$ cat src/rtl/instr_loader_pkg.sv
// Purpose: shared constants and FSM encoding for the instruction loader and cpu_core decode.
// Latency: n/a (declarations only).
// Backpressure: n/a.
package instr_loader_pkg;

    localparam int INSTR_W   = 16;
    localparam int OPC_W     = 4;
    localparam int IMM_W     = INSTR_W - OPC_W;
    // Needs one extra bit above log2(INSTR_W) so a full frame (16) is representable.
    localparam int BIT_CNT_W = $clog2(INSTR_W) + 1;

    typedef enum logic {
        IDLE  = 1'b0,
        SHIFT = 1'b1
    } state_t;

endpackage

$ cat src/rtl/instr_loader_sync.sv
// Purpose: multi-flop synchronizer for one async input, with rise/fall pulses on the synced level.
// Latency: level_o follows async_i after SYNC_STAGES clk; rise_o/fall_o are combinational off the sync chain.
// Backpressure: none; free-running.
//
// Ports:
//   clk      system clock
//   rst      synchronous reset, active-high (clears chain and history to 0)
//   async_i  asynchronous input
//   level_o  synchronized level
//   rise_o   1-cycle pulse when level_o goes 0->1
//   fall_o   1-cycle pulse when level_o goes 1->0
module sync_edge #(
    parameter int SYNC_STAGES = 2
) (
    input  logic clk,
    input  logic rst,
    input  logic async_i,
    output logic level_o,
    output logic rise_o,
    output logic fall_o
);

    logic [SYNC_STAGES-1:0] sync_q, sync_d;
    logic                   hist_q, hist_d;

    always_comb begin
        sync_d = {sync_q[SYNC_STAGES-2:0], async_i};
        // History flop holds the previous synced level for edge detection.
        hist_d = sync_q[SYNC_STAGES-1];
    end

    always_ff @(posedge clk) begin
        if (rst) begin
            sync_q <= '0;
            hist_q <= 1'b0;
        end else begin
            sync_q <= sync_d;
            hist_q <= hist_d;
        end
    end

    assign level_o = sync_q[SYNC_STAGES-1];
    assign rise_o  =  level_o & ~hist_q;
    assign fall_o  = ~level_o &  hist_q;

endmodule

$ cat src/rtl/instr_loader.sv
// Purpose: assemble 16-bit instructions from a 3-wire serial link, MSB first; debounce step button.
// Latency: ser_frame_i fall -> inst_done/frame_err = SYNC_STAGES+1 clk; btn_edge registered with debounced level.
// Backpressure: none; consumers must take inst_done/btn_edge pulses when they occur.
//
// Ports:
//   clk, rst                       system clock, synchronous active-high reset
//   ser_clk_i/ser_data_i/ser_frame_i  async serial link (rising ser_clk samples data)
//   btn_i                          async raw step button
//   opcode, instr                  last valid instruction, held between frames
//   inst_done                      1-cycle pulse when opcode/instr update
//   btn_edge                       1-cycle pulse on debounced 0->1
//   frame_err                      1-cycle pulse when a frame ended with bit count != 16
//   busy                           high while receiving a frame
module instr_loader
    import instr_loader_pkg::*;
#(
    parameter int SYNC_STAGES = 2,
    parameter int DEB_CYCLES  = 1000,
    parameter int DEB_W       = 10
) (
    input  logic             clk,
    input  logic             rst,
    input  logic             ser_clk_i,
    input  logic             ser_data_i,
    input  logic             ser_frame_i,
    input  logic             btn_i,
    output logic [OPC_W-1:0] opcode,
    output logic [IMM_W-1:0] instr,
    output logic             inst_done,
    output logic             btn_edge,
    output logic             frame_err,
    output logic             busy
);

    localparam logic [BIT_CNT_W-1:0] FULL_CNT = BIT_CNT_W'(INSTR_W);
    localparam logic [DEB_W-1:0]     DEB_LAST = DEB_W'(DEB_CYCLES - 1);

    // ---------------- synchronizers ----------------
    logic clk_s,   clk_rise,   clk_fall;
    logic frame_s, frame_rise, frame_fall;
    logic data_s,  data_rise,  data_fall;
    logic btn_s,   btn_rise,   btn_fall;

    sync_edge #(.SYNC_STAGES(SYNC_STAGES)) u_sync_clk (
        .clk(clk), .rst(rst), .async_i(ser_clk_i),
        .level_o(clk_s), .rise_o(clk_rise), .fall_o(clk_fall)
    );
    sync_edge #(.SYNC_STAGES(SYNC_STAGES)) u_sync_frame (
        .clk(clk), .rst(rst), .async_i(ser_frame_i),
        .level_o(frame_s), .rise_o(frame_rise), .fall_o(frame_fall)
    );
    sync_edge #(.SYNC_STAGES(SYNC_STAGES)) u_sync_data (
        .clk(clk), .rst(rst), .async_i(ser_data_i),
        .level_o(data_s), .rise_o(data_rise), .fall_o(data_fall)
    );
    sync_edge #(.SYNC_STAGES(SYNC_STAGES)) u_sync_btn (
        .clk(clk), .rst(rst), .async_i(btn_i),
        .level_o(btn_s), .rise_o(btn_rise), .fall_o(btn_fall)
    );

    // Only the levels/edges the design needs are consumed; the rest are unused by intent.
    logic unused_sync;
    assign unused_sync = clk_s ^ clk_fall ^ data_rise ^ data_fall ^ btn_rise ^ btn_fall;

    // ---------------- state ----------------
    state_t                 state_q, state_d;
    logic [INSTR_W-1:0]     sr_q, sr_d;
    logic [BIT_CNT_W-1:0]   bit_cnt_q, bit_cnt_d;
    logic                   ovf_q, ovf_d;
    logic [OPC_W-1:0]       opcode_q, opcode_d;
    logic [IMM_W-1:0]       instr_q, instr_d;
    logic                   inst_done_q, inst_done_d;
    logic                   frame_err_q, frame_err_d;
    logic [DEB_W-1:0]       deb_cnt_q, deb_cnt_d;
    logic                   btn_stable_q, btn_stable_d;
    logic                   btn_edge_q, btn_edge_d;

    // State register (plus datapath flops).
    always_ff @(posedge clk) begin
        if (rst) begin
            state_q      <= IDLE;
            sr_q         <= '0;
            bit_cnt_q    <= '0;
            ovf_q        <= 1'b0;
            opcode_q     <= '0;
            instr_q      <= '0;
            inst_done_q  <= 1'b0;
            frame_err_q  <= 1'b0;
            deb_cnt_q    <= '0;
            btn_stable_q <= 1'b0;
            btn_edge_q   <= 1'b0;
        end else begin
            state_q      <= state_d;
            sr_q         <= sr_d;
            bit_cnt_q    <= bit_cnt_d;
            ovf_q        <= ovf_d;
            opcode_q     <= opcode_d;
            instr_q      <= instr_d;
            inst_done_q  <= inst_done_d;
            frame_err_q  <= frame_err_d;
            deb_cnt_q    <= deb_cnt_d;
            btn_stable_q <= btn_stable_d;
            btn_edge_q   <= btn_edge_d;
        end
    end

    // Next-state logic.
    always_comb begin
        state_d = state_q;
        unique case (state_q)
            IDLE:    if (frame_rise) state_d = SHIFT;
            SHIFT:   if (frame_fall) state_d = IDLE;
            default: state_d = IDLE;
        endcase
    end

    // Frame datapath and output pulses.
    always_comb begin
        sr_d        = sr_q;
        bit_cnt_d   = bit_cnt_q;
        ovf_d       = ovf_q;
        opcode_d    = opcode_q;
        instr_d     = instr_q;
        inst_done_d = 1'b0;
        frame_err_d = 1'b0;
        unique case (state_q)
            IDLE: begin
                if (frame_rise) begin
                    sr_d      = '0;
                    bit_cnt_d = '0;
                    ovf_d     = 1'b0;
                end
            end
            SHIFT: begin
                // Frame end has priority over a coincident ser_clk rise.
                if (frame_fall) begin
                    if (bit_cnt_q == FULL_CNT && !ovf_q) begin
                        opcode_d    = sr_q[INSTR_W-1 -: OPC_W];
                        instr_d     = sr_q[IMM_W-1:0];
                        inst_done_d = 1'b1;
                    end else begin
                        frame_err_d = 1'b1;
                    end
                end else if (clk_rise && frame_s) begin
                    bit_cnt_d = bit_cnt_q + BIT_CNT_W'(1);
                    // Once 16 bits are in, further bits only flag overflow.
                    if (bit_cnt_q < FULL_CNT) sr_d  = {sr_q[INSTR_W-2:0], data_s};
                    else                      ovf_d = 1'b1;
                end
            end
            default: ;
        endcase
    end

    // Debouncer: the level must differ from the stable value for DEB_CYCLES consecutive cycles.
    always_comb begin
        deb_cnt_d    = deb_cnt_q;
        btn_stable_d = btn_stable_q;
        if (btn_s == btn_stable_q) begin
            deb_cnt_d = '0;
        end else if (deb_cnt_q == DEB_LAST) begin
            btn_stable_d = btn_s;
            deb_cnt_d    = '0;
        end else begin
            deb_cnt_d = deb_cnt_q + DEB_W'(1);
        end
        btn_edge_d = btn_stable_d & ~btn_stable_q;
    end

    assign opcode    = opcode_q;
    assign instr     = instr_q;
    assign inst_done = inst_done_q;
    assign frame_err = frame_err_q;
    assign btn_edge  = btn_edge_q;
    assign busy      = (state_q == SHIFT);

endmodule

$ cat config.mk
export PLATFORM = sky130hd
export DESIGN_NAME = instr_loader
export DESIGN_NICKNAME = d
export VERILOG_FILES = /design/src/rtl/instr_loader_pkg.sv /design/src/rtl/instr_loader_sync.sv /design/src/rtl/instr_loader.sv
export SDC_FILE = /design/constraint.sdc
export NUM_CORES = 1
export LEC_CHECK = 0
export CORE_ASPECT_RATIO = 0.5
export CORE_MARGIN = 4
export CORE_UTILIZATION = 40
export DETAILED_ROUTE_END_ITERATION = 7
export PLACE_DENSITY = 0.67
export SYNTH_ARGS = -nofsm -noshare
export SYNTH_HDL_FRONTEND = slang
export SYNTH_SLANG_ARGS = --single-unit
$ cat constraint.sdc
create_clock -name clk -period 1.9 [get_ports clk]
set_clock_uncertainty 0.1 [all_clocks]
set_input_delay 0.19 -clock clk [delete_from_list [all_inputs] [get_ports clk]]
set_output_delay 0.19 -clock clk [all_outputs]
set_load 0.1 [all_outputs]
==> run summary <==
starting DRC count in detailed routing: 101
router iterations before antenna repair: 4
critical path class: flip-flop to flip-flop
Leakage: 1.071 nW
CTS Hold Buffers Added: 0
Vias/cell: 4.941
post-CTS resize count: 0
Crit Path Max Fanout: 16
area grow syn2layout: 24.17%
switching fraction of total power: 20.46%
chip width: 114.6 um
Logic pwr share: 2.3%
synth warn: 0
Cell variety after synth: 38
global-route wire length before repair: 6.837 mm
total CTS buffers: 9
syn nets: 224
# setup viols final: 0
RSZ-0062 raised after global routing: no
status: finished, final reports clean
Pwr Density: 1007 nW/um^2
Worst-Skew Late Latency: 0.32 ns
layout cells sized above 1: 17.20%
Final min period: 1.740 ns
clk sinks: 63
Initial Util: 41.38%
Critical Path Sink Type: flip-flop
synthesized area: 2272 sq um
IO buf count: 25
WP data required: 2.06 ns
TritonCTS clock tree: done
average cell area after synthesis: 10.57 sq um
Max-Cap Viols: 0
path type of the worst min-delay path: primary input to flip-flop
die height: 61.30 um
# DRC: 0
area occupied by multi-input gates: 939.7 sq um
root buf cell: clkbuf_16
GR Util All Layers: 12.86%
DPL Wire Length: 2.699 mm
H-Tree Depth: 3
core area: 5492 sq um
Final Hold Vio Count: 0
total power: 2.842 mW
peak supply drop: 0.4521 mV
Final nets: 255
# rows: 19
flops & latches, synth: 63
largest net degree at the start of global routing: 33
CTS clk-pin slew, worst paths: 0.05 ns
postcts setup bufs: 0
grt total ovfl: 0
die area: 7023 sq um
achievable frequency: 574.7 MHz
Least-Margin Pin Slew: 0.6748 ns
Syn Inst Count: 215
fill cell count: 511
wire per inst: 12.37 um
Max clock buf depth: 2
initial antenna violation count: 0
max_slew headroom: 55.01%
Final Util: 51.38%
clock share of power: 50.5%
Reg power frac: 47.2%
Sw Pwr: 581.5 uW
FF+latch area: 1265 sq um
Ports: 26
gpl congestion: 0.7921
vias in the first global route: 1567
P_int: 2.260 mW
fin crit share: 91.58%
vias after detailed routing: 1596
Worst EP arrival: 1.90 ns
Antenna Nets Post-Route: 0
Seq/Total Area, Yosys: 55.51%
final wirelength: 3.995 mm
Startpoint Class: flip-flop
n_diodes: 0
fin. max-slew vios: 0
-- cell families (layout without fill, tap and decap cells) --
kind of cell,after synthesis,in the layout,synth area share [%]
multiplexers,17,17,7.489
flip-flops,63,63,55.51
buffers and inverters,14,49,3.139
AO/OA/AOI/OAI,33,33,11.29
AND/OR/NAND/NOR,77,77,17.84
adder cells (fa/ha/maj),3,3,1.652
XOR/XNOR,8,8,3.084
-- cells in the mapped netlist --
cell / instances / area share (%)
a22o_1: 16 / 6.2
a311oi_1: 2 / 0.77
nand3_1: 7 / 1.5
inv_1: 5 / 0.83
clkbuf_1: 6 / 0.99
a22oi_1: 1 / 0.33
a41oi_1: 1 / 0.39
a21oi_2: 1 / 0.39
nor3_1: 3 / 0.66
nand2_1: 10 / 1.7
and3_1: 3 / 0.83
nor2b_1: 11 / 3.0
nor2_1: 30 / 5.0
nor4bb_1: 2 / 0.88
a21oi_1: 4 / 0.88
nor3b_1: 1 / 0.33
a211oi_1: 1 / 0.33
and4b_1: 1 / 0.44
a31oi_1: 1 / 0.28
or3_4: 1 / 0.50
o211ai_1: 1 / 0.33
o21ai_0: 2 / 0.44
buf_2: 2 / 0.44
and4_1: 1 / 0.39
or2_2: 1 / 0.28
nand3b_1: 1 / 0.33
and3b_1: 1 / 0.39
xor2_1: 3 / 1.2
buf_12: 1 / 0.88
nor4b_1: 1 / 0.39
a21o_1: 2 / 0.66
nand2b_1: 2 / 0.55
o21a_1: 1 / 0.33
xnor2_1: 5 / 1.9
ha_1: 3 / 1.7
mux2i_1: 17 / 7.5
dfxtp_1: 63 / 56
nor3_4: 1 / 0.72
-- worst max-delay path, cell delays in order (launching register included) --
cell and delay [ns]:
dfxtp_4 0.37, and3b_1 0.22, a21o_1 0.20, a21oi_2 0.53, a22o_1 0.26
-- path summary, 6_finish.rpt --
| path | from | to | slack [ns] | cells after the start |
|---|---|---|---|---|
| hold reg to reg | u_sync_data.sync_q[0] | u_sync_data.sync_q[1] | 0.33 | 1 |
| setup / recovery | busy | sr_q[12] | 0.16 | 4 |
| setup reg to reg | busy | sr_q[12] | 0.16 | 4 |
| hold / removal | ser_clk_i | u_sync_clk.sync_q[0] | 0.32 | 2 |
-- stage by stage --
step / hold WS, ns / std cells / worst slack (ns) / area [sq um] / TNS [ns]
2_1_floorplan: 0.1694 / 215 / -0.03247 / 2286 / -0.3246
3_3_place_gp: 0.3177 / 308 / 0.1999 / 2557 / 0
3_5_place_dp: 0.3248 / 308 / 0.1250 / 2557 / 0
4_1_cts: 0.3071 / 323 / 0.1636 / 2821 / 0
5_1_grt: 0.3233 / 323 / 0.03631 / 2821 / 0
6_report: 0.3210 / 323 / 0.1600 / 2821 / 0
-- per-layer routing --
metal  wire [um]  GRT usage (%)  part of all wire (%)  vias up
met1        1885          14.77                    47      760
met4          30          6.430                  0.75        0
met2        1909          20.93                    48       23
li1            -              -                     -      807
met3         169          5.790                   4.2        6
met5           0              0                     0        -
-- layout by cell type, fill, tap and decap left out, drive strengths merged, types with 2 or more instances in the layout --
cell / synthesis / final
a21o: 2 / 2
a21oi: 5 / 5
a22o: 16 / 16
a311oi: 2 / 2
and3: 3 / 3
buf: 3 / 24
clkbuf: 6 / 11
clkdlybuf4s50: 0 / 5
clkinv: 0 / 3
dfxtp: 63 / 63
ha: 3 / 3
inv: 5 / 6
mux2i: 17 / 17
nand2: 10 / 10
nand2b: 2 / 2
nand3: 7 / 7
nor2: 30 / 30
nor2b: 11 / 11
nor3: 4 / 4
nor4bb: 2 / 2
o21ai: 2 / 2
xnor2: 5 / 5
xor2: 3 / 3
-- registers in the layout, indices dropped and copies added, names as in the netlist --
name / cells
bit_cnt_q: 5
btn_edge: 1
btn_stable_q: 1
busy: 1
deb_cnt_q: 10
frame_err: 1
inst_done: 1
instr: 12
opcode: 4
ovf_q: 1
sr_q: 16
u_sync_btn.sync_q: 2
u_sync_clk.hist_q: 1
u_sync_clk.sync_q: 2
u_sync_data.sync_q: 2
u_sync_frame.hist_q: 1
u_sync_frame.sync_q: 2
-- area by class of cell --
class                   instances  area share (%)
well taps                      73           3.237
inverters                       5          0.6652
multi-input cells             138           33.30
flip-flops and latches         63           44.83
repair buffers                 29           8.603
clock inverters                 4          0.7539
clock buffers                  11           8.603
-- power groups by stage --
stage               clock [mW]  combinational [mW]  sequential (mW)
floorplan                    0              0.0381             1.37
global placement             0              0.0632             1.37
detailed placement           0              0.0646             1.37
CTS                       1.48              0.0646             1.34
global route              1.54              0.0710             1.34
finish                    1.44              0.0641             1.34
(Power assumes the default switching activity.)
